## src/rtl/key_pkg.sv

```systemverilog
// Shared definitions for the key/LED array: debounce FSM state encoding
// and the LED behaviour selector values.
package key_pkg;

    typedef enum logic [1:0] {
        IDLE    = 2'd0,
        FILT_DN = 2'd1,
        PRESSED = 2'd2,
        FILT_UP = 2'd3
    } key_state_t;

    localparam int FOLLOW = 0;
    localparam int TOGGLE = 1;

endpackage

```

## src/rtl/key_debounce.sv

```systemverilog
// One key channel: 2-flop synchronizer, debounce FSM, and a saturating
// long-press counter producing registered one-cycle event pulses.
module key_debounce
    import key_pkg::*;
#(
    parameter int unsigned CNT_MAX  = 25'd999_999,
    parameter int unsigned LONG_MAX = 32'd49_999_999
) (
    input  logic sys_clk,
    input  logic sys_rst_n,
    input  logic key,
    output logic press,
    output logic rel,
    output logic long_hit,
    output logic held
);

    localparam int CW = $clog2(CNT_MAX);
    localparam int LW = $clog2(LONG_MAX + 1);
    localparam logic [CW-1:0] CNT_LAST  = CW'(CNT_MAX - 1);
    localparam logic [LW-1:0] LONG_LAST = LW'(LONG_MAX - 1);
    localparam logic [LW-1:0] LONG_TOP  = LW'(LONG_MAX);

    logic [1:0]    sync;
    logic          synced;
    key_state_t    state, state_n;
    logic [CW-1:0] cnt, cnt_n;
    logic [LW-1:0] long_cnt, long_n;
    logic          press_n, rel_n, long_hit_n;

    assign synced = sync[1];
    assign held   = (state == PRESSED) || (state == FILT_UP);

    always_ff @(posedge sys_clk) begin
        if (!sys_rst_n) begin
            sync     <= 2'b11;
            state    <= IDLE;
            cnt      <= '0;
            long_cnt <= '0;
            press    <= 1'b0;
            rel      <= 1'b0;
            long_hit <= 1'b0;
        end else begin
            sync     <= {sync[0], key};
            state    <= state_n;
            cnt      <= cnt_n;
            long_cnt <= long_n;
            press    <= press_n;
            rel      <= rel_n;
            long_hit <= long_hit_n;
        end
    end

    always_comb begin
        state_n    = state;
        cnt_n      = cnt;
        long_n     = long_cnt;
        press_n    = 1'b0;
        rel_n      = 1'b0;
        long_hit_n = 1'b0;
        unique case (state)
            IDLE: begin
                if (!synced) begin
                    state_n = FILT_DN;
                    cnt_n   = '0;
                end
            end
            FILT_DN: begin
                if (synced) begin
                    state_n = IDLE;
                    cnt_n   = '0;
                end else if (cnt == CNT_LAST) begin
                    state_n = PRESSED;
                    press_n = 1'b1;
                    long_n  = '0;
                end else begin
                    cnt_n = cnt + 1'b1;
                end
            end
            PRESSED: begin
                if (synced) begin
                    state_n = FILT_UP;
                    cnt_n   = '0;
                end else begin
                    // Saturating one past the threshold keeps the pulse single
                    if (long_cnt < LONG_TOP) begin
                        long_n = long_cnt + 1'b1;
                    end
                    long_hit_n = (long_cnt == LONG_LAST);
                end
            end
            FILT_UP: begin
                if (!synced) begin
                    state_n = PRESSED;
                end else if (cnt == CNT_LAST) begin
                    state_n = IDLE;
                    rel_n   = 1'b1;
                end else begin
                    cnt_n = cnt + 1'b1;
                end
            end
            default: begin
                state_n = IDLE;
            end
        endcase
    end

endmodule

```

## src/rtl/key_led_array.sv

```systemverilog
// Array of independently debounced keys driving LEDs either directly
// (FOLLOW) or as toggles cleared by any long press (TOGGLE).
module key_led_array
    import key_pkg::*;
#(
    parameter int          KEY_NUM  = 2,
    parameter int unsigned CNT_MAX  = 25'd999_999,
    parameter int unsigned LONG_MAX = 32'd49_999_999,
    parameter int          LED_MODE = 1
) (
    input  logic               sys_clk,
    input  logic               sys_rst_n,
    input  logic [KEY_NUM-1:0] key,
    output logic [KEY_NUM-1:0] led,
    output logic [KEY_NUM-1:0] key_press,
    output logic [KEY_NUM-1:0] key_release,
    output logic [KEY_NUM-1:0] key_long
);

    logic [KEY_NUM-1:0] held;
    logic [KEY_NUM-1:0] led_q;

    for (genvar i = 0; i < KEY_NUM; i++) begin : g_ch
        key_debounce #(
            .CNT_MAX (CNT_MAX),
            .LONG_MAX(LONG_MAX)
        ) u_deb (
            .sys_clk  (sys_clk),
            .sys_rst_n(sys_rst_n),
            .key      (key[i]),
            .press    (key_press[i]),
            .rel      (key_release[i]),
            .long_hit (key_long[i]),
            .held     (held[i])
        );
    end

    // A long press anywhere wins over toggles landing in the same cycle
    always_ff @(posedge sys_clk) begin
        if (!sys_rst_n) begin
            led_q <= '0;
        end else if (|key_long) begin
            led_q <= '0;
        end else begin
            led_q <= led_q ^ key_press;
        end
    end

    assign led = (LED_MODE == FOLLOW) ? held : led_q;

endmodule

```

## config.mk

```make
export PLATFORM = sky130hd
export DESIGN_NAME = key_led_array
export DESIGN_NICKNAME = d
export VERILOG_FILES = /design/src/rtl/key_pkg.sv /design/src/rtl/key_debounce.sv /design/src/rtl/key_led_array.sv
export SDC_FILE = /design/constraint.sdc
export NUM_CORES = 1
export LEC_CHECK = 0
export BUFFER_PORTS_ARGS = -buffer_cell sky130_fd_sc_hd__clkbuf_2
export CAP_MARGIN = 5
export CORE_MARGIN = 3
export CORE_UTILIZATION = 60
export DETAILED_ROUTE_END_ITERATION = 16
export PLACE_DENSITY_LB_ADDON = 0.08
export RECOVER_POWER = 50
export REMOVE_ABC_BUFFERS = 1
export SLEW_MARGIN = 30
export SYNTH_ARGS = -nofsm -noshare
export SYNTH_HDL_FRONTEND = slang
export SYNTH_SLANG_ARGS = --single-unit
```

## constraint.sdc

```tcl
create_clock -name sys_clk -period 4.3 [get_ports sys_clk]
set_input_delay 1.29 -clock sys_clk [delete_from_list [all_inputs] [get_ports sys_clk]]
set_output_delay 1.29 -clock sys_clk [all_outputs]
set_load 0.02 [all_outputs]
```

# Yosys cells after proc, flatten, opt, wreduce, memory -nomap -nowiden
# Index checks and enable logic that the tools add are counted.
[op_classes] n_mux=38 reduce_logical=17 addsub=4 n_eq_ne=28 bitwise_logic=6 n_lt_le_gt_ge=2
[op_table] cell="two-way mux 26 bit" count=8
[op_table] cell="two-way mux 20 bit" count=10
[op_table] cell="case mux 20 bit (4 select lines)" count=2
[op_table] cell="case mux 26 bit (2 select lines)" count=2
[op_table] cell="adder 26 x 1 -> 26 bit (second input constant)" count=2
[op_table] cell="equality test 26 bit (second input constant)" count=2
[op_table] cell="< comparator 26 bit (second input constant)" count=2
[op_table] cell="adder 20 x 1 -> 20 bit (second input constant)" count=2
[op_table] cell="equality test 20 bit (second input constant)" count=2
[op_table] cell="two-way mux 2 bit" count=12
[op_table] cell="inequality test 2 bit (second input constant)" count=8
[op_table] cell="case mux 2 bit (4 select lines)" count=2
[op_table] cell="OR reduction 3 bit" count=5
[op_table] cell="inequality test 2 x 1 -> 1 bit (second input constant)" count=6
[op_table] cell="AND reduction 3 bit" count=4
[op_table] cell="AND reduction 5 bit" count=2
[op_table] cell="equality test 2 bit (second input constant)" count=4
[op_table] cell="AND reduction 4 bit" count=2
[op_table] cell="inequality test 3 x 1 -> 1 bit (second input constant)" count=2
[op_table] cell="inequality test 3 bit (second input constant)" count=2
[op_table] cell="inverter 1 bit" count=5
[op_table] cell="equality test 2 x 1 -> 1 bit (second input constant)" count=2
[op_table] cell="zero test 2 bit" count=2
[op_table] cell="nonzero test 2 bit" count=2
[op_table] cell="2 further kinds" count=3
[word_totals] out_inout_bits=8 wordCells=110 ff_bits=108 input_bits=4

# Longest topological paths before layout
# Gate-level depths: netlist (run 1).
[depth] depth_word=4 mapped_depth=11 mapped_depth_nobuf=8

# By module
# Synthesis (run 1) repeated with hierarchy kept, for this count alone.
[hier_totals] cells_unflattened=663 hier_area_um2=5431.5
[by_module_without_submodules] module="key_debounce (g_ch[1].u_deb)" instances=1 cells_each=337 seq_area_each_um2=1061.0 area_each_um2=2731.4
[by_module_without_submodules] module="key_debounce (g_ch[0].u_deb)" instances=1 cells_each=319 seq_area_each_um2=1061.0 area_each_um2=2626.3
[by_module_without_submodules] module="key_led_array" instances=1 cells_each=7 seq_area_each_um2=40.0 area_each_um2=73.8

# Least setup slack after synthesis (run 1)
# Ideal clock, no wire load.
[synth_timing] path_type="register to register" start="register g_ch[0].u_deb.state[0]" end="register g_ch[0].u_deb.long_cnt[0]" arrival_ns=2.293 required_ns=4.184 stages_incl_launch_ff=12 period_less_slack_ns=2.408 setup_ns=0.116 path_buffers=3 slack_ns=1.892 cell_sequence="dfxtp_1 inv_1 ha_1 clkbuf_1 nand2_1 or4_1 nor3b_2 or3_4 buf_6 buf_2 nor2_1 a31o_1"
[synth_between] elab_chain_len=3 word_cells_on_any_way=9 cone_classes="eq/ne (6); mux (1); reduce/logical (2)"
[synth_rtl] item="start, declared" line="key_debounce.sv:26" source="key_state_t state, state_n;"
[synth_rtl] item="start signal, assigned" line="key_debounce.sv:45" source="state <= state_n;"
[synth_rtl] item="equality test 2 bit or equality test 2 x 1 -> 1 bit (tied branches)" line="key_debounce.sv:61" source="unique case (state)"
[synth_rtl] item="inequality test 2 bit (no line) (tied with other cells)"
[synth_rtl] item="AND reduction 5 bit (no line)"
[synth_rtl] item="end signal, assigned" line="key_debounce.sv:47" source="long_cnt <= long_n;"
[synth_rtl] item="end, declared" line="key_debounce.sv:28" source="logic [LW-1:0] long_cnt, long_n;"
# Parallel ways exist; a longest one is shown, timed or not.
# A chain may end at the register's enable or synchronous reset.

==> results of run 1 <==
-- routing by layer --
metal,wire length [µm],vias up
met3,328,19
met4,198,0
met1,5330,2278
met5,0,-
met2,5730,71
li1,-,2457
-- synth_stat cells, types with 5 or more instances --
| cell | instances | share of area (%) |
|---|---|---|
| sky130_fd_sc_hd__xor2_1 | 27 | 4.2 |
| sky130_fd_sc_hd__nor3_1 | 7 | 0.62 |
| sky130_fd_sc_hd__ha_1 | 16 | 3.6 |
| sky130_fd_sc_hd__nor2_1 | 66 | 4.4 |
| sky130_fd_sc_hd__o21a_1 | 5 | 0.67 |
| sky130_fd_sc_hd__and2_1 | 8 | 0.89 |
| sky130_fd_sc_hd__or3_1 | 30 | 3.3 |
| sky130_fd_sc_hd__nand3_1 | 47 | 4.2 |
| sky130_fd_sc_hd__o31ai_1 | 7 | 0.94 |
| sky130_fd_sc_hd__and4_1 | 13 | 2.0 |
| sky130_fd_sc_hd__dfxtp_1 | 108 | 39 |
| sky130_fd_sc_hd__nand2b_1 | 11 | 1.2 |
| sky130_fd_sc_hd__nand2_1 | 47 | 3.1 |
| sky130_fd_sc_hd__inv_1 | 21 | 1.4 |
| sky130_fd_sc_hd__o21ai_1 | 11 | 0.98 |
| sky130_fd_sc_hd__o211ai_1 | 5 | 0.67 |
| sky130_fd_sc_hd__buf_4 | 7 | 0.94 |
| sky130_fd_sc_hd__a21oi_1 | 43 | 3.8 |
| sky130_fd_sc_hd__or4_1 | 10 | 1.3 |
| sky130_fd_sc_hd__nor4b_1 | 6 | 0.94 |
| sky130_fd_sc_hd__o21ai_0 | 27 | 2.4 |
| sky130_fd_sc_hd__nand4_1 | 33 | 3.7 |
| sky130_fd_sc_hd__clkbuf_1 | 18 | 1.2 |
| sky130_fd_sc_hd__xnor2_1 | 18 | 2.8 |
| sky130_fd_sc_hd__buf_2 | 5 | 0.45 |
| sky130_fd_sc_hd__and3_1 | 13 | 1.4 |
| sky130_fd_sc_hd__nor4_1 | 16 | 1.8 |
-- state kept, by name, summed over array words and instances, names as in the netlist, named ones only --
| register | cells |
|---|---|
| led | 2 |
| g_ch.u_deb.sync | 4 |
| g_ch.u_deb.rel | 2 |
| g_ch.u_deb.long_hit | 2 |
| g_ch.u_deb.press | 2 |
| g_ch.u_deb.cnt | 40 |
| g_ch.u_deb.long_cnt | 52 |
| g_ch.u_deb.state | 2 |
-- power by group --
part / switching (mW) / total (mW) / internal [mW]
clock network: 0.364 / 0.597 / 0.232
registers: 0.0238 / 1.04 / 1.02
logic: 0.261 / 0.358 / 0.0964
-- metrics by stage --
| stage | hold WS (ns) | setup slack (ns) | cell area [µm²] |
|---|---|---|---|
| CTS | 0.421 | 1.43 | 5840 |
| global route | 0.449 | 0.820 | 5820 |
| floorplan | 0.386 | 0.960 | 5440 |
| global placement | 0.388 | 1.29 | 5650 |
| detailed placement | 0.396 | 1.22 | 5660 |
| finish | 0.414 | 1.18 | 5820 |
-- final cells by class --
type | count | area share (%)
clock buffer | 10 | 2.36
inverter | 21 | 1.35
tap | 108 | 2.32
timing repair buffer | 13 | 0.945
sequential | 108 | 37.1
clock inverter | 6 | 0.816
multi-input combinational | 517 | 55.1
-- path summary, 6_finish.rpt --
path / end / slack [ns] / cells past startpoint
hold / removal: g_ch[1].u_deb.sync[1]$_SDFF_PN1_ / 0.41 / 1
hold reg to reg: g_ch[1].u_deb.sync[1]$_SDFF_PN1_ / 0.41 / 1
setup reg to reg: g_ch[0].u_deb.cnt[11]$_SDFFE_PN0P_ / 1.19 / 6
setup / recovery: g_ch[0].u_deb.cnt[1]$_SDFFE_PN0P_ / 1.18 / 3
-- worst register-to-register path, delay by kind of cell (launching register included) --
family | cells | cell delay [ns]
buffers and inverters | 1 | 0.11
DFF | 1 | 0.40
and+or+nand+nor | 3 | 0.56
adders and majority gates | 1 | 0.33
AOI/OAI and AO/OA | 1 | 1.53
-- kinds of logic after synthesis --
| kind of cell | after synthesis |
|---|---|
| adder cells (fa/ha/maj) | 16 |
| buffers and inverters | 56 |
| XOR/XNOR | 45 |
| AO/OA/AOI/OAI | 126 |
| AND/OR/NAND/NOR | 330 |
| flip-flops | 108 |
==> impl_results.html, run 1 <==
<table>
<tr><th>Metric</th><th>Value</th></tr>
<tr><th colspan="2">Finish</th></tr>
<tr><td>Number of diodes added for antenna fixing</td><td>0</td></tr>
<tr><td>Most common library cell in the layout ignoring fill and taps</td><td>sky130_fd_sc_hd__dfxtp_1</td></tr>
<tr><td>Area of all sequential standard cells</td><td>2160 µm²</td></tr>
<tr><td>Most used cells in the layout excluding fill and tap cells</td><td>sky130_fd_sc_hd__dfxtp_1 (108), sky130_fd_sc_hd__nor2_1 (66), sky130_fd_sc_hd__nand3_1 (47), sky130_fd_sc_hd__nand2_1 (47), sky130_fd_sc_hd__a21oi_1 (43)</td></tr>
<tr><td>Area grow syn2layout</td><td>3.84%</td></tr>
<tr><td>Fraction of final layout cells sized beyond drive strength 1</td><td>4.15%</td></tr>
<tr><td>Number of nets in the layout</td><td>690</td></tr>
<tr><td>Multi-input combinational cell area</td><td>3210 µm²</td></tr>
<tr><td>Final core area utilization</td><td>65.5%</td></tr>
<tr><td>Count of fill cells added during filler insertion</td><td>781</td></tr>
<tr><td>Final instance count without filler cells</td><td>783</td></tr>
<tr><th colspan="2">Power and ir drop</th></tr>
<tr><td>Total design power</td><td>2.00 mW</td></tr>
<tr><td>Static leakage</td><td>1.83 nW</td></tr>
<tr><td>Worst-case vdd ir drop</td><td>0.213 mV</td></tr>
<tr><td>P per Cell Area</td><td>343 nW/µm²</td></tr>
<tr><th colspan="2">Die</th></tr>
<tr><td>Starting Density</td><td>63.1%</td></tr>
<tr><td>Area of the core</td><td>8890 µm²</td></tr>
<tr><td>Die X</td><td>103 µm</td></tr>
<tr><td>IO Pins</td><td>12</td></tr>
<tr><td>DIE HEIGHT</td><td>103 µm</td></tr>
<tr><td>Cell Rows</td><td>34</td></tr>
<tr><td>Die Outline Area</td><td>10,500 µm²</td></tr>
<tr><th colspan="2">Route</th></tr>
<tr><td>Detailed-router iteration count before antenna repair</td><td>5</td></tr>
<tr><td>Number of DRC markers after the initial detailed-route iteration</td><td>164</td></tr>
<tr><td>Total detailed-routing wirelength</td><td>11.6 mm</td></tr>
<tr><td>Via count</td><td>4,825</td></tr>
<tr><td>Routed length per placed instance</td><td>14.8 µm</td></tr>
<tr><td>DRC viols</td><td>0</td></tr>
<tr><td>Via density per instance</td><td>6.16</td></tr>
<tr><td>Number of antenna-violating nets in the routed design</td><td>0</td></tr>
<tr><th colspan="2">Clock network</th></tr>
<tr><td>Total of hold buffers inserted after clock tree synthesis</td><td>0</td></tr>
<tr><td>CTS root buffer</td><td>sky130_fd_sc_hd__clkbuf_8</td></tr>
<tr><td>Post-CTS sizing</td><td>0</td></tr>
<tr><td>Clock latency on the worst-skew pair</td><td>0.38 ns</td></tr>
<tr><td>Clock buffers created by TritonCTS</td><td>9</td></tr>
<tr><td>Clock tree from TritonCTS</td><td>yes</td></tr>
<tr><td>Buffer count from post-CTS setup fixing</td><td>0</td></tr>
<tr><td>Clock edge transition at the registers on the reported setup and hold paths</td><td>0.11 ns</td></tr>
<tr><td>Clock Sinks</td><td>108</td></tr>
<tr><td>Buffers from clock root to sink, at most</td><td>2</td></tr>
<tr><td># H-tree levels</td><td>3</td></tr>
<tr><th colspan="2">Status</th></tr>
<tr><td>Violations in the final reports</td><td>max-capacitance violations, max-slew violations</td></tr>
<tr><td>Run status</td><td>complete, but fails checks</td></tr>
<tr><th colspan="2">Critical path</th></tr>
<tr><td>Start point of the critical path</td><td>sys_rst_n</td></tr>
<tr><td>CP Cell Sequence</td><td>clkbuf_1 &gt; o21ai_0 &gt; a211oi_1</td></tr>
<tr><td>Worst Path Arrival</td><td>3.40 ns</td></tr>
<tr><td>Highest net fanout along the worst path</td><td>22</td></tr>
<tr><td>Setup crit start kind</td><td>input port</td></tr>
<tr><td>Critical Path Max Stage Delay</td><td>0.99 ns</td></tr>
<tr><td>Cell family contributing the most delay on the critical path</td><td>compound AO/OA/AOI/OAI gates</td></tr>
<tr><td>Slowest CP cell</td><td>sky130_fd_sc_hd__o21ai_0</td></tr>
<tr><td>Kind of critical path</td><td>in -&gt; reg</td></tr>
<tr><td>CP bufs+invs</td><td>1</td></tr>
<tr><td>Type of element capturing the critical path</td><td>flip-flop</td></tr>
<tr><td>Start of the worst register-to-register path</td><td>g_ch[0].u_deb.state[0]$_SDFFE_PN0P_</td></tr>
<tr><td>Critical path data required time</td><td>4.58 ns</td></tr>
<tr><th colspan="2">Logic synthesis</th></tr>
<tr><td>Xor-xnor portion of the synthesized cell area</td><td>7.03%</td></tr>
<tr><td>Portion of netlist area occupied by mux cells</td><td>0%</td></tr>
<tr><td>Synth warn</td><td>0</td></tr>
<tr><td>Post-synthesis share of cell area spent on full adders, half adders and majority gates</td><td>3.57%</td></tr>
<tr><td>Sequential share of the synthesized area</td><td>38.5%</td></tr>
<tr><td>Syn Std Cell Area</td><td>5610 µm²</td></tr>
<tr><td>Seq cells post-synth</td><td>108</td></tr>
<tr><td>Number of synthesized flops with an enable pin</td><td>0</td></tr>
<tr><td>Dominant combinational cell family by area after synthesis</td><td>simple AND/OR/NAND/NOR gates</td></tr>
<tr><td>Synth Flop Type</td><td>sky130_fd_sc_hd__dfxtp_1</td></tr>
<tr><td>Synthesized area per cell</td><td>8.24 µm²</td></tr>
<tr><td>Gate Count Post-Synth</td><td>681</td></tr>
<tr><td>Compound-Gate Fraction of Synth Area</td><td>13.6%</td></tr>
<tr><td>Fraction of registers with async set or reset after synthesis</td><td>0%</td></tr>
<tr><td>Area fraction in and, or, nand and nor cells after synthesis</td><td>32.8%</td></tr>
<tr><td>Count of unique library cells instantiated by Yosys</td><td>63</td></tr>
<tr><th colspan="2">GRT</th></tr>
<tr><td>Busiest layer in global routing</td><td>met2</td></tr>
<tr><td>GR Util met2</td><td>39.2%</td></tr>
<tr><td>Global routing usage summed across all routing layers</td><td>22.9%</td></tr>
<tr><td>Number of global-route vias before repair</td><td>4,501</td></tr>
<tr><td>Global-route met1 utilization</td><td>29.1%</td></tr>
<tr><td>GR Overflow Total</td><td>0</td></tr>
<tr><td>Met3 track utilization from global routing</td><td>4.19%</td></tr>
<tr><td>Pin count of the biggest net entering global routing</td><td>39</td></tr>
<tr><td>Number of antenna violations at the first check in global routing</td><td>0</td></tr>
<tr><td>Wire length of the first global-routing pass</td><td>20.0 mm</td></tr>
<tr><th colspan="2">STA</th></tr>
<tr><td>Hold Violations, Final</td><td>0</td></tr>
<tr><td>Final worst path period need</td><td>3.12 ns</td></tr>
<tr><td>Finish-stage setup viols</td><td>0</td></tr>
<tr><td>Setup repair after global routing missed its margin</td><td>false</td></tr>
<tr><td>Summed negative setup slack over all endpoints</td><td>0 ns</td></tr>
<tr><td>Remaining max-slew budget at the tightest pin</td><td>-33.6%</td></tr>
<tr><td>Number of pins exceeding their max-slew limit in the final report</td><td>19</td></tr>
<tr><td>Skew final</td><td>0.00982 ns</td></tr>
<tr><td>Transition time of the tightest slew-check pin</td><td>1.98 ns</td></tr>
<tr><td>Share of the cycle needed by the critical path after routing</td><td>72.6%</td></tr>
<tr><td>Achievable Freq</td><td>320 MHz</td></tr>
<tr><th colspan="2">Flow run</th></tr>
<tr><td>Max-cap violations</td><td>1</td></tr>
<tr><th colspan="2">Min path</th></tr>
<tr><td>Startpoint of the most critical hold path</td><td>g_ch[1].u_deb.sync[0]$_SDFF_PN1_</td></tr>
<tr><td>Type of the most critical hold path</td><td>reg -&gt; reg</td></tr>
<tr><th colspan="2">Place</th></tr>
<tr><td>Number of port buffers</td><td>11</td></tr>
<tr><td>Routability congestion estimate from global placement</td><td>0.857</td></tr>
<tr><td>Estimated wirelength of the detail-placed design</td><td>8.12 mm</td></tr>
<tr><td>Number of placed instances with taps included</td><td>767</td></tr>
</table>
Power figures use the tool's default switching activity.
==> run 2, diff against run 1 <==
--- a/config.mk
+++ b/config.mk
@@ -5,6 +5,7 @@
 export SDC_FILE = /design/constraint.sdc
 export NUM_CORES = 1
 export LEC_CHECK = 0
+export ABC_AREA = 1
 export BUFFER_PORTS_ARGS = -buffer_cell sky130_fd_sc_hd__clkbuf_2
 export CAP_MARGIN = 5
 export CORE_MARGIN = 3
==> constraint.sdc (replaced) <==
create_clock -name sys_clk -period 3.2 [get_ports sys_clk]
set_input_delay 0.96 -clock sys_clk [delete_from_list [all_inputs] [get_ports sys_clk]]
set_output_delay 0.96 -clock sys_clk [all_outputs]
set_load 0.02 [all_outputs]
==> run 2 against run 1 <==
The run now ends clean. Critical endpoint is now g_ch[0].u_deb.cnt[12]$_SDFFE_PN0P_. Via count up 55%. Synthesized area increased by 31%. Largest cell class unchanged. Non-clock buffer count up 3. Critical path type is now reg -> reg. Critical path depth increased by 9. Global-route usage is 4.3 points higher.
==> impl_results.html, run 2 <==
<table>
<tr><th>Metric</th><th>Value</th></tr>
<tr><th colspan="2">Logic synthesis</th></tr>
<tr><td>Compound-Gate Fraction of Synth Area</td><td>9.65% (-4.0 points)</td></tr>
<tr><td>Seq cells post-synth</td><td>108 (unchanged)</td></tr>
<tr><td>Top cell type's share of synthesized area</td><td>29.4% (-9.1 points)</td></tr>
<tr><td>Synth warn</td><td>0 (unchanged)</td></tr>
<tr><td>Gate Count Post-Synth</td><td>1,190 (+75%)</td></tr>
<tr><td>Xor-xnor portion of the synthesized cell area</td><td>3.10% (-3.9 points)</td></tr>
<tr><td>Dominant combinational cell family by area after synthesis</td><td>simple AND/OR/NAND/NOR gates</td></tr>
<tr><td>Count of unique library cells instantiated by Yosys</td><td>41 (-35%)</td></tr>
<tr><td>Synthesized area per cell</td><td>6.18 µm² (-25%)</td></tr>
<tr><td>Portion of netlist area occupied by mux cells</td><td>0% (unchanged)</td></tr>
<tr><td>Leading cell types by count after synthesis</td><td>sky130_fd_sc_hd__nand2_1 (350), sky130_fd_sc_hd__nor2_1 (190), sky130_fd_sc_hd__nand3_1 (121)</td></tr>
<tr><td>Synth Flop Type</td><td>sky130_fd_sc_hd__dfxtp_1</td></tr>
<tr><td>Post-synthesis share of cell area spent on full adders, half adders and majority gates</td><td>2.72% (-0.84 points)</td></tr>
<tr><td>Sequential share of the synthesized area</td><td>29.4% (-9.1 points)</td></tr>
<tr><td>Most frequent cell after synthesis</td><td>sky130_fd_sc_hd__nand2_1</td></tr>
<tr><td>Area fraction in and, or, nand and nor cells after synthesis</td><td>46.1% (+13 points)</td></tr>
<tr><td>Syn Std Cell Area</td><td>7350 µm² (+31%)</td></tr>
<tr><td>Cell type contributing the most total cell area after synthesis</td><td>sky130_fd_sc_hd__dfxtp_1</td></tr>
<tr><td>Cell types with the largest area share after synthesis</td><td>sky130_fd_sc_hd__dfxtp_1 (29%), sky130_fd_sc_hd__nand2_1 (18%), sky130_fd_sc_hd__nor2_1 (9.7%), sky130_fd_sc_hd__nand3_1 (8.2%), sky130_fd_sc_hd__a21oi_1 (5.4%)</td></tr>
<tr><td>Number of synthesized flops with an enable pin</td><td>0 (unchanged)</td></tr>
<tr><td>Fraction of registers with async set or reset after synthesis</td><td>0% (unchanged)</td></tr>
<tr><th colspan="2">Clock network</th></tr>
<tr><td>Clock tree from TritonCTS</td><td>yes</td></tr>
<tr><td># H-tree levels</td><td>3 (unchanged)</td></tr>
<tr><td>Clock latency on the worst-skew pair</td><td>0.36 ns (-0.02 ns)</td></tr>
<tr><td>Total of hold buffers inserted after clock tree synthesis</td><td>0 (unchanged)</td></tr>
<tr><td>Buffers from clock root to sink, at most</td><td>2 (unchanged)</td></tr>
<tr><td>CTS root buffer</td><td>sky130_fd_sc_hd__clkbuf_16</td></tr>
<tr><td>Clock Sinks</td><td>108 (unchanged)</td></tr>
<tr><td>Post-CTS sizing</td><td>0 (unchanged)</td></tr>
<tr><td>Clock edge transition at the registers on the reported setup and hold paths</td><td>0.07 ns (-0.04 ns)</td></tr>
<tr><td>Clock buffers created by TritonCTS</td><td>9 (unchanged)</td></tr>
<tr><td>Buffer count from post-CTS setup fixing</td><td>0 (unchanged)</td></tr>
<tr><th colspan="2">Power and ir drop</th></tr>
<tr><td>P per Cell Area</td><td>436 nW/µm² (+27%)</td></tr>
<tr><td>Proportion of power drawn by the clock network</td><td>32.0% (+2.2 points)</td></tr>
<tr><td>Share of total power in sequential cells</td><td>43.2% (-9.1 points)</td></tr>
<tr><td>Cell-internal power</td><td>2.13 mW (+58%)</td></tr>
<tr><td>Switch Pwr</td><td>1.19 mW (+83%)</td></tr>
<tr><td>Part of the total power dissipated in combinational logic</td><td>24.8% (+6.9 points)</td></tr>
<tr><td>Fraction of power spent switching nets</td><td>35.8% (+3.3 points)</td></tr>
<tr><td>Static leakage</td><td>2.57 nW (+41%)</td></tr>
<tr><td>Worst-case vdd ir drop</td><td>0.353 mV (+66%)</td></tr>
<tr><td>Total design power</td><td>3.31 mW (+66%)</td></tr>
<tr><th colspan="2">Critical path</th></tr>
<tr><td>Slowest CP cell</td><td>sky130_fd_sc_hd__o21ai_0</td></tr>
<tr><td>Critical Path Max Stage Delay</td><td>0.56 ns (-0.43 ns)</td></tr>
<tr><td>Cell repeated most along the worst path</td><td>sky130_fd_sc_hd__nand2_1</td></tr>
<tr><td>Worst Path Arrival</td><td>3.10 ns (-0.30 ns)</td></tr>
<tr><td>Type of element capturing the critical path</td><td>flip-flop</td></tr>
<tr><td>CP Cell Sequence</td><td>inv_1 &gt; ha_1 &gt; nand2_1 &gt; nand2_2 &gt; a21oi_1 &gt; inv_1 &gt; o21ai_0 &gt; inv_2 &gt; nand2_1 &gt; nand2_1 &gt; nand2_1 &gt; inv_1</td></tr>
<tr><td>Highest net fanout along the worst path</td><td>11 (-50%)</td></tr>
<tr><td>Flop-to-flop setup slack</td><td>0.36 ns (-0.83 ns)</td></tr>
<tr><td>Critical path data required time</td><td>3.46 ns (-1.12 ns)</td></tr>
<tr><td>Kind of critical path</td><td>reg -&gt; reg</td></tr>
<tr><td>Setup crit start kind</td><td>flip-flop</td></tr>
<tr><th colspan="2">STA</th></tr>
<tr><td>Hold Violations, Final</td><td>0 (unchanged)</td></tr>
<tr><td>Remaining max-slew budget at the tightest pin</td><td>31.3% (+65 points)</td></tr>
<tr><td>Summed negative setup slack over all endpoints</td><td>0 ns (unchanged)</td></tr>
<tr><td>Transition time of the tightest slew-check pin</td><td>1.03 ns (-0.953 ns)</td></tr>
<tr><td>Setup repair after global routing missed its margin</td><td>false</td></tr>
<tr><td>Number of pins exceeding their max-slew limit in the final report</td><td>0 (-19)</td></tr>
<tr><td>Share of the cycle needed by the critical path after routing</td><td>88.8%</td></tr>
<tr><td>Achievable Freq</td><td>352 MHz</td></tr>
<tr><td>Skew final</td><td>0.00707 ns (-0.00274 ns)</td></tr>
<tr><td>Final worst path period need</td><td>2.84 ns</td></tr>
<tr><td>Finish-stage setup viols</td><td>0 (unchanged)</td></tr>
<tr><th colspan="2">Route</th></tr>
<tr><td>Via density per instance</td><td>5.62 (-8.8%)</td></tr>
<tr><td>Number of antenna-violating nets in the routed design</td><td>0 (unchanged)</td></tr>
<tr><td>Number of DRC markers after the initial detailed-route iteration</td><td>674 (+310%)</td></tr>
<tr><td>Total detailed-routing wirelength</td><td>17.8 mm (+54%)</td></tr>
<tr><td>Via count</td><td>7,468 (+55%)</td></tr>
<tr><td>Routed length per placed instance</td><td>13.4 µm (-9.4%)</td></tr>
<tr><td>Detailed-router iteration count before antenna repair</td><td>5 (unchanged)</td></tr>
<tr><td>DRC viols</td><td>0 (unchanged)</td></tr>
<tr><th colspan="2">GRT</th></tr>
<tr><td>Number of antenna violations at the first check in global routing</td><td>0 (unchanged)</td></tr>
<tr><td>Global routing usage summed across all routing layers</td><td>27.2% (+4.3 points)</td></tr>
<tr><td>Pin count of the biggest net entering global routing</td><td>38 (-2.6%)</td></tr>
<tr><td>Number of global-route vias before repair</td><td>6,568 (+46%)</td></tr>
<tr><td>GR Overflow Total</td><td>0 (unchanged)</td></tr>
<tr><td>Wire length of the first global-routing pass</td><td>30.5 mm (+52%)</td></tr>
<tr><th colspan="2">Status</th></tr>
<tr><td>Run status</td><td>completed</td></tr>
<tr><th colspan="2">Min path</th></tr>
<tr><td>Type of the most critical hold path</td><td>reg -&gt; reg</td></tr>
<tr><th colspan="2">Finish</th></tr>
<tr><td>Largest registers</td><td>g_ch.u_deb.long_cnt x52, g_ch.u_deb.cnt x40, g_ch.u_deb.sync x4</td></tr>
<tr><td>Reg with most FFs</td><td>g_ch.u_deb.long_cnt</td></tr>
<tr><td>Fraction of final layout cells sized beyond drive strength 1</td><td>7.42% (+3.3 points)</td></tr>
<tr><td>Count of fill cells added during filler insertion</td><td>1,165 (+49%)</td></tr>
<tr><td>Most common library cell in the layout ignoring fill and taps</td><td>sky130_fd_sc_hd__nand2_1</td></tr>
<tr><td>Final instance count without filler cells</td><td>1,329 (+70%)</td></tr>
<tr><td>Flip-flop count of the largest register after layout</td><td>52 (unchanged)</td></tr>
<tr><td>Most used cells in the layout excluding fill and tap cells</td><td>sky130_fd_sc_hd__nand2_1 (351), sky130_fd_sc_hd__nor2_1 (191), sky130_fd_sc_hd__nand3_1 (123)</td></tr>
<tr><td>Area grow syn2layout</td><td>3.46%</td></tr>
<tr><td>Number of nets in the layout</td><td>1,202 (+74%)</td></tr>
<tr><td>Number of diodes added for antenna fixing</td><td>0 (unchanged)</td></tr>
<tr><th colspan="2">Place</th></tr>
<tr><td>Routability congestion estimate from global placement</td><td>0.953 (+11%)</td></tr>
<tr><td>Estimated wirelength of the detail-placed design</td><td>12.6 mm (+56%)</td></tr>
<tr><td>Number of placed instances with taps included</td><td>1,314 (+71%)</td></tr>
<tr><td>Number of port buffers</td><td>11 (unchanged)</td></tr>
<tr><th colspan="2">Flow run</th></tr>
<tr><td>Max-cap violations</td><td>0 (-1)</td></tr>
<tr><th colspan="2">Die</th></tr>
<tr><td>IO Pins</td><td>12 (unchanged)</td></tr>
<tr><td>Die X</td><td>117 µm (+14%)</td></tr>
<tr><td>Die Outline Area</td><td>13,600 µm² (+29%)</td></tr>
<tr><td>Area of the core</td><td>11,700 µm² (+32%)</td></tr>
<tr><td>Starting Density</td><td>62.7% (-0.34 points)</td></tr>
<tr><td>Cell Rows</td><td>39 (+15%)</td></tr>
<tr><td>DIE HEIGHT</td><td>117 µm (+14%)</td></tr>
</table>
-- run 2: changes by cell type after synthesis, sizes merged, moves of 15 or more --
cell,change
inv,+91
nand2,+312
or3,-30
nand3,+86
a21oi,+49
nor3,+15
nor2,+132
-- run 2: worst max-delay path: cells and delay by family (launching register included) --
kind | cells | cell delay (ns)
adders and majority gates | 1 | 0.28
buffers and inverters | 4 | 0.66
AOI/OAI and AO/OA | 2 | 0.89
DFF | 1 | 0.39
and+or+nand+nor | 5 | 0.52
-- run 2: cell type report --
class,count,area [µm²],share of cell area (%)
Inverter,114,428,5.63
Clock inverter,4,26.3,0.346
Sequential cell,108,2160,28.4
Timing Repair Buffer,16,75.1,0.987
Tap cell,143,179,2.35
Multi-Input combinational cell,933,4490,59.1
Clock buffer,11,243,3.19
-- run 2: power by group through the flow --
stage	logic, mW	registers (mW)	clock network (mW)
after floorplan	0.606	1.45	0
after global placement	0.812	1.46	0
after detailed placement	0.828	1.46	0
after CTS	0.832	1.43	1.09
after global routing	0.913	1.44	1.13
final	0.821	1.43	1.06
-- run 2: metal layers --
metal	GRT usage, %	part of all wire, %
met2	45.2	44
met4	6.88	1.8
met3	5.49	4.9
met1	36.3	49
met5	0	0
-- run 2: cells by family (layout without fill, tap and decap cells) --
group,count (synthesis),after routing
AND/OR/NAND/NOR,764,764
AO/OA/AOI/OAI,127,127
flip-flops,108,108
buffers and inverters,149,145
adder cells (fa/ha/maj),16,16
XOR/XNOR,26,26
-- run 2: worst paths after layout --
check                                                         start                            endpoint  cells past startpoint
worst min register to register     g_ch[1].u_deb.sync[0]$_SDFF_PN1_    g_ch[1].u_deb.sync[1]$_SDFF_PN1_                      1
worst max register to register  g_ch[0].u_deb.state[0]$_SDFFE_PN0P_  g_ch[0].u_deb.cnt[12]$_SDFFE_PN0P_                     12
worst max-delay path            g_ch[0].u_deb.state[0]$_SDFFE_PN0P_  g_ch[0].u_deb.cnt[12]$_SDFFE_PN0P_                     12
worst min-delay path               g_ch[1].u_deb.sync[0]$_SDFF_PN1_    g_ch[1].u_deb.sync[1]$_SDFF_PN1_                      1
-- run 2: stage by stage --
step | util [%] | hold slack [ns] | cell area (µm²) | setup WS (ns)
after floorplan | - | 0.393 | 7110 | 0.731
after CTS | 65.5 | 0.412 | 7670 | 0.673
final | 64.9 | 0.409 | 7600 | 0.357
after global placement | 63.2 | 0.393 | 7400 | 0.771
after detailed placement | 63.2 | 0.400 | 7400 | 0.697
after global routing | 64.9 | 0.418 | 7600 | 0.226
